File: src/rtl/spi_slave_if.sv
// SPI bus pins between an external master and the spi_slave block.
interface spi_slave_if;
  logic sclk;
  logic cs_n;
  logic mosi;
  logic miso;
  logic miso_oe;

  modport slave  (input sclk, cs_n, mosi, output miso, miso_oe);
  modport master (output sclk, cs_n, mosi, input miso, miso_oe);
endinterface

File: src/rtl/spi_slave.sv
// SPI slave, all four modes, oversampled on clk: sclk/cs_n/mosi are synchronized
// and edge-detected, so sclk phases must span several clk cycles.
module spi_slave #(
  parameter int WIDTH = 8
) (
  input  logic             clk,
  input  logic             rst,
  input  logic [1:0]       mode,
  spi_slave_if.slave       spi,
  input  logic [WIDTH-1:0] tx_data,
  input  logic             tx_wr,
  output logic             tx_ready,
  output logic [WIDTH-1:0] rx_data,
  output logic             rx_valid,
  output logic             tx_underrun,
  output logic             busy
);
  localparam int CW = (WIDTH > 1) ? $clog2(WIDTH) : 1;
  localparam logic [CW-1:0] LAST = CW'(WIDTH - 1);

  typedef enum logic {IDLE, ACTIVE} state_t;

  // [0],[1] synchronize, [2] is the history flop for edge detection
  logic [2:0] sclk_sr, cs_sr;
  logic [1:0] mosi_sr;

  always_ff @(posedge clk) begin
    if (rst) begin
      sclk_sr <= '0;
      cs_sr   <= '1;
      mosi_sr <= '0;
    end else begin
      sclk_sr <= {sclk_sr[1:0], spi.sclk};
      cs_sr   <= {cs_sr[1:0], spi.cs_n};
      mosi_sr <= {mosi_sr[0], spi.mosi};
    end
  end

  logic sclk_rise, sclk_fall, cs_fall, cs_rise, mosi_s;
  assign sclk_rise = sclk_sr[1] & ~sclk_sr[2];
  assign sclk_fall = ~sclk_sr[1] & sclk_sr[2];
  assign cs_fall   = ~cs_sr[1] & cs_sr[2];
  assign cs_rise   = cs_sr[1] & ~cs_sr[2];
  assign mosi_s    = mosi_sr[1];

  state_t state_q, state_d;

  always_ff @(posedge clk) begin
    if (rst) state_q <= IDLE;
    else     state_q <= state_d;
  end

  always_comb begin
    state_d = state_q;
    case (state_q)
      IDLE:    if (cs_fall) state_d = ACTIVE;
      ACTIVE:  if (cs_rise) state_d = IDLE;
      default: state_d = IDLE;
    endcase
  end

  logic [WIDTH-1:0] tx_sh;
  logic [WIDTH-2:0] rx_sh;
  logic [WIDTH-1:0] rx_next;
  logic [WIDTH-1:0] hold_q;
  logic             hold_full;
  logic [CW-1:0]    cnt_q;
  logic             word_done_q;
  logic             cpol_q, cpha_q;

  logic enter, leave, act, lead_edge, trail_edge;
  logic sample_ev, shift_ev, load_ev;

  assign enter      = (state_q == IDLE) && cs_fall;
  assign leave      = (state_q == ACTIVE) && cs_rise;
  assign act        = (state_q == ACTIVE) && !cs_rise;
  assign lead_edge  = cpol_q ? sclk_fall : sclk_rise;
  assign trail_edge = cpol_q ? sclk_rise : sclk_fall;
  assign sample_ev  = act && (cpha_q ? trail_edge : lead_edge);
  assign shift_ev   = act && (cpha_q ? lead_edge : trail_edge);
  // CPHA=0 needs the MSB on the wire before the first leading edge, so it loads on select;
  // CPHA=1 loads on the leading edge that starts each word.
  assign load_ev    = (enter && !mode[0]) ||
                      (shift_ev && (cnt_q == '0) && (cpha_q || word_done_q));
  assign rx_next    = {rx_sh, mosi_s};

  always_ff @(posedge clk) begin
    if (rst) begin
      tx_sh       <= '0;
      rx_sh       <= '0;
      rx_data     <= '0;
      rx_valid    <= 1'b0;
      tx_underrun <= 1'b0;
      cnt_q       <= '0;
      word_done_q <= 1'b0;
      cpol_q      <= 1'b0;
      cpha_q      <= 1'b0;
    end else begin
      rx_valid    <= 1'b0;
      tx_underrun <= 1'b0;
      if (leave) begin
        // partial word is dropped; the holding register is left alone
        tx_sh       <= '0;
        rx_sh       <= '0;
        cnt_q       <= '0;
        word_done_q <= 1'b0;
      end else begin
        if (enter) begin
          cnt_q       <= '0;
          word_done_q <= 1'b0;
          cpol_q      <= mode[1];
          cpha_q      <= mode[0];
        end
        if (sample_ev) begin
          rx_sh <= rx_next[WIDTH-2:0];
          if (cnt_q == LAST) begin
            cnt_q       <= '0;
            rx_data     <= rx_next;
            rx_valid    <= 1'b1;
            word_done_q <= 1'b1;
          end else begin
            cnt_q <= cnt_q + 1'b1;
          end
        end
        if (load_ev) begin
          tx_sh       <= hold_full ? hold_q : '0;
          tx_underrun <= ~hold_full;
          word_done_q <= 1'b0;
        end else if (shift_ev) begin
          tx_sh <= tx_sh << 1;
        end
      end
    end
  end

  // A write coinciding with an empty-register load still lands, for the next word.
  always_ff @(posedge clk) begin
    if (rst) begin
      hold_q    <= '0;
      hold_full <= 1'b0;
    end else if (load_ev && hold_full) begin
      hold_full <= 1'b0;
    end else if (tx_wr && !hold_full) begin
      hold_q    <= tx_data;
      hold_full <= 1'b1;
    end
  end

  assign tx_ready = ~hold_full;

  logic miso_c, miso_oe_c;

  always_comb begin
    busy      = (state_q == ACTIVE);
    miso_oe_c = busy;
    miso_c    = busy ? tx_sh[WIDTH-1] : 1'b0;
  end

  assign spi.miso    = miso_c;
  assign spi.miso_oe = miso_oe_c;
endmodule

File: src/flat_wrapper.sv
// flat-port wrapper written by rule: the top's interface ports become plain ports
module spi_slave_flat 
#(
  parameter int WIDTH = 8
)
  (clk, rst, mode, tx_data, tx_wr, tx_ready, rx_data, rx_valid, tx_underrun, busy, spi_sclk, spi_cs_n, spi_mosi, spi_miso, spi_miso_oe);
  spi_slave_if spi_i ();
  input  logic clk;
  input  logic rst;
  input  logic [1:0] mode;
  input  logic [WIDTH-1:0] tx_data;
  input  logic tx_wr;
  output logic tx_ready;
  output logic [WIDTH-1:0] rx_data;
  output logic rx_valid;
  output logic tx_underrun;
  output logic busy;
  input wire logic [$bits(spi_i.sclk)-1:0] spi_sclk;
  input wire logic [$bits(spi_i.cs_n)-1:0] spi_cs_n;
  input wire logic [$bits(spi_i.mosi)-1:0] spi_mosi;
  output wire logic [$bits(spi_i.miso)-1:0] spi_miso;
  output wire logic [$bits(spi_i.miso_oe)-1:0] spi_miso_oe;
  assign spi_i.sclk = spi_sclk;
  assign spi_i.cs_n = spi_cs_n;
  assign spi_i.mosi = spi_mosi;
  assign spi_miso = spi_i.miso;
  assign spi_miso_oe = spi_i.miso_oe;
  spi_slave #(.WIDTH(WIDTH)) u_core (.clk(clk), .rst(rst), .mode(mode), .spi(spi_i), .tx_data(tx_data), .tx_wr(tx_wr), .tx_ready(tx_ready), .rx_data(rx_data), .rx_valid(rx_valid), .tx_underrun(tx_underrun), .busy(busy));
endmodule
File: config.mk
export PLATFORM = sky130hd
export DESIGN_NAME = spi_slave_flat
export DESIGN_NICKNAME = d
export VERILOG_FILES = /design/src/rtl/spi_slave_if.sv /design/src/rtl/spi_slave.sv /design/src/flat_wrapper.sv
export SDC_FILE = /design/constraint.sdc
export NUM_CORES = 1
export LEC_CHECK = 0
export CAP_MARGIN = 30
export CORE_AREA = 2 2 70 72
export CTS_CLUSTER_DIAMETER = 50
export CTS_CLUSTER_SIZE = 24
export DETAILED_ROUTE_END_ITERATION = 10
export DIE_AREA = 0 0 72 74
export GPL_TIMING_DRIVEN = 0
export PLACE_DENSITY = 0.78
export SLEW_MARGIN = 0
export SYNTH_ARGS = -nofsm -noshare
export SYNTH_HDL_FRONTEND = slang
export SYNTH_SLANG_ARGS = --single-unit
File: constraint.sdc
create_clock -name clk -period 1.7 [get_ports clk]
set_clock_uncertainty 0.2 [all_clocks]
set_input_delay 0.34 -clock clk [delete_from_list [all_inputs] [get_ports clk]]
set_output_delay 0.34 -clock clk [all_outputs]
set_load 0.05 [all_outputs]
==> summary.md <==
| Metric | Value |
|---|---|
| Fin cells | `approximately 320` |
| Sequential fraction of the synthesis area | `0.462` |
| Summed instance area of the synthesized netlist | `approximately 2100 um2` |
| Area delta synth->final | `40.0%` |
| Number of buffers inserted by hold repair at cts | `0` |
| Number of filler instances in the final layout | `approximately 320` |
| Min-delay src | `u_core.cs_sr[0]` |
| Leading cell type in the layout, fill and taps excluded | `sky130_fd_sc_hd__dfxtp_1` |
| Antenna violations before repair | `0` |
| R2R Setup Slk | `-0.17 ns` |
| Min-Delay Path Depth | `1` |
| Die ar. | `about 5300 um2` |
| Dominant combinational cell family by area after synthesis | `compound AO/OA/AOI/OAI gates` |
| Max Cap Violations | `0` |
| Post-Route WL | `roughly 5.1 mm` |
| Syn avg cell area | `around 9.9 um2` |
| Register area | `slightly below 1000 um2` |
| Largest net degree at the start of global routing | `15` |
| Post-Synth Adder-Cell Area | `0.0177` |
| Via count of the first global-routing pass | `approximately 1700` |
| Setup CP Type | `reg -> reg` |
| Multi-input logic area | `between 1000 and 1500 um2` |
| Overall fraction of global-route tracks in use | `0.198` |
| Quantity of I/O buffers inserted on ports | `29` |
| Static leakage power | `around 1.1 nW` |
| Number of buffers created by CTS | `5` |
| Worst-case hold path end point | `u_core.cs_sr[1]` |
| Count of TritonRoute iterations in the first routing pass | `4` |
| Status | `complete, but fails checks` |
| R2R Path End | `u_core.tx_sh[4]` |
| Parity-gate share of the synthesized area counting xor and xnor cells | `0.00767` |
| Clk sink count | `between 40 and 50` |
| Total overflow reported by the global router | `0` |
| Setup violations, final | `21` |
| Die height | `74 um` |
| Share of the clock period used by the worst path after layout | `1.10` |
| Power per cell area | `approximately 730 nW/um2` |
| ANT cells | `0` |
| Kind of capture point of the worst setup path | `register` |
| Vias per inst | `approximately 5.6` |
| RSZ-0062 raised after global routing | `true` |
| Final Net Count | `282` |
| Pin slew with the least headroom to its limit | `about 0.48 ns` |
| Worst setup slack after layout | `-0.171 ns` |
| Critical path peak fanout | `5` |
| Share of layout cells above drive strength 1 | `0.367` |
| Worst Path Required | `around 1.7 ns` |
| Reg-to-Reg Start | `u_core.busy` |
| Failing checks | `setup timing` |
| Yosys warnings | `0` |
| Placed wire-length estimate | `3.04 mm` |
| Initial core utilization | `0.461` |
| Post-synthesis instance total | `~220` |
| Setup crit start kind | `register` |
| Vias after detailed routing | `approximately 1800` |
| IR drop worst, VDD | `0.000560 V` |
| Depth of the most critical reg-to-reg path | `5` |
| Number of different library cells in the post-synthesis netlist | `34` |
| Final slew viol count | `0` |
| Clock latency on the worst-skew pair | `around 0.31 ns` |
| Number of antenna-violating nets in the routed design | `0` |
| DRC Markers | `0` |
| Fmax achieved | `~530 MHz` |
| Minimum period implied by the final worst setup slack | `1.87 ns` |
| Class of the most critical hold timing path | `reg -> reg` |
| TritonCTS clock tree | `yes` |
| Signal arrival time at the worst endpoint | `approximately 1.9 ns` |
| GP Congestion | `about 0.8` |
| Number of hold violations in the final report | `0` |
| Core ar. | `4600 um2` |
| Chip Width | `72 um` |
| Maximum number of buffers from clock root to sink | `2` |
| Level count of the clock H-tree | `2` |
| Minimum setup slack after placement | `-0.400 ns` |
| Placed Instances | `between 200 and 300` |
| Placement Rows | `25` |
| Complex-gate fraction of the synthesized area | `0.200` |
| Clk slew on worst S/H paths | `roughly 0.090 ns` |
| Mux cell area share after synthesis | `0.0996` |
| Area fraction in and, or, nand and nor cells after synthesis | `0.158` |
| Most frequent cells in the layout | `sky130_fd_sc_hd__dfxtp_1 (44), sky130_fd_sc_hd__mux2i_1 (17), sky130_fd_sc_hd__a21oi_1 (15), sky130_fd_sc_hd__clkdlybuf4s50_1 (15), sky130_fd_sc_hd__nor2_1 (13)` |
| Global-route wire length before repair | `8.16 mm` |
| # IOs | `30` |
| Detailed-route wire length per cell | `between 15 and 20 um` |
| Clock Tree Root | `sky130_fd_sc_hd__clkbuf_8` |
| Worst slew margin relative to its limit | `0.680` |
| Initial detailed-routing violation count | `between 150 and 200` |
| Total nets after synthesis | `roughly 230` |
| FF+latch count, synth | `between 40 and 50` |
## Yosys cell counts, drive strengths merged
library cell / count / area share
nand4: 11 / 0.032
and2: 9 / 0.027
o31ai: 8 / 0.028
or2: 3 / 0.0088
o21ai: 7 / 0.017
a311oi: 1 / 0.0071
nor2: 14 / 0.026
a221oi: 1 / 0.0071
inv: 4 / 0.0071
o211ai: 3 / 0.011
dfxtp: 49 / 0.46
nor2b: 7 / 0.021
nand2b: 3 / 0.0088
clkbuf: 11 / 0.020
a21oi: 20 / 0.047
nand2: 3 / 0.0053
xor2: 1 / 0.0077
a21o: 2 / 0.0071
and4: 1 / 0.0041
nand3: 9 / 0.021
clkinv: 1 / 0.0018
a211oi: 14 / 0.064
mux2i: 20 / 0.094
o32ai: 1 / 0.013
mux2: 1 / 0.0053
ha: 3 / 0.018
or3b: 1 / 0.0041
buf: 7 / 0.025
## critical path, stage by stage, from the launching register on
cell                       delay (ns)
sky130_fd_sc_hd__dfxtp_4         0.36
sky130_fd_sc_hd__or3b_4          0.44
sky130_fd_sc_hd__o32ai_4         0.17
sky130_fd_sc_hd__buf_6           0.19
sky130_fd_sc_hd__mux2i_1         0.27
sky130_fd_sc_hd__a211oi_2        0.12
## metrics by stage
| stage | area, um2 | hold WS, ns | power [mW] | utilization | TNS (ns) |
|---|---|---|---|---|---|
| 6_report | 2970 | 0.231 | 2.18 | 0.646 | -1.42 |
| 5_1_grt | 2970 | 0.243 | 2.26 | 0.646 | -2.71 |
| 4_1_cts | 2840 | 0.226 | 2.16 | 0.618 | -1.34 |
| 3_5_place_dp | 2520 | 0.198 | 1.47 | 0.549 | -14.04 |
| 3_3_place_gp | 2520 | 0.194 | 1.46 | 0.549 | -13.82 |
| 2_1_floorplan | 2170 | 0.189 | 1.38 | - | -1.22 |
## report_power, final
part           internal (mW)  switching (mW)
sequential              1.18          0.0180
combinational          0.141           0.168
clock                  0.286           0.388
## cell type report
type / instances / area share
multi-input cells: 143 / 0.422
flip-flops and latches: 49 / 0.335
repair buffers: 43 / 0.143
plain buffers: 16 / 0.0409
clock buffers: 6 / 0.0244
well taps: 54 / 0.0227
inverters: 5 / 0.00885
clock inverters: 2 / 0.00337
## flip-flops by register name, summed over array words and instances (netlist names)
register and flops:
u_core.word_done_q 1, u_core.cs_sr 3, u_core.rx_sh 7, u_core.mosi_sr 2
u_core.cnt_q 3, u_core.sclk_sr 3, u_core.rx_data 8, u_core.rx_valid 1
u_core.cpha_q 1, u_core.cpol_q 1, u_core.hold_full 1, u_core.tx_underrun 1
u_core.busy 1, u_core.tx_sh 8, u_core.hold_q 8
## how the worst max path moves through the flow
stage,depth (start not counted),start,end
CTS,3,u_core.hold_full,tx_ready
finish,5,u_core.busy,u_core.tx_sh[4]
global placement,4,rst,u_core.hold_q[4]
detailed placement,5,rst,u_core.rx_sh[0]
floorplan,6,u_core.busy,u_core.tx_sh[1]
global route,5,u_core.busy,u_core.tx_sh[4]
## cell families (layout without fill, tap and decap cells)
logic type                 Yosys count  count (layout)
DFF                                 49              49
xor gates and xnor gates             1               1
adders and majority gates            3               3
and+or+nand+nor                     61              61
muxes                               21              21
buffers and inverters               23              72
AOI/OAI and AO/OA                   57              57
## what timing repair did
item                       CTS  global route
setup endpoints to repair   55            44
pin swaps                   15            12
resized for setup           87            52
buffers inserted            10             1
cloned                       3             1
## layer usage
layer | GRT usage | share of wire | vias to the layer above
met2 | 0.319 | 0.48 | 46
met4 | 0.0608 | 0.014 | 0
met1 | 0.263 | 0.46 | 856
li1 | - | - | 884
met3 | 0.0515 | 0.044 | 8
met5 | 0 | 0 | -
(Power assumes the default switching activity.)
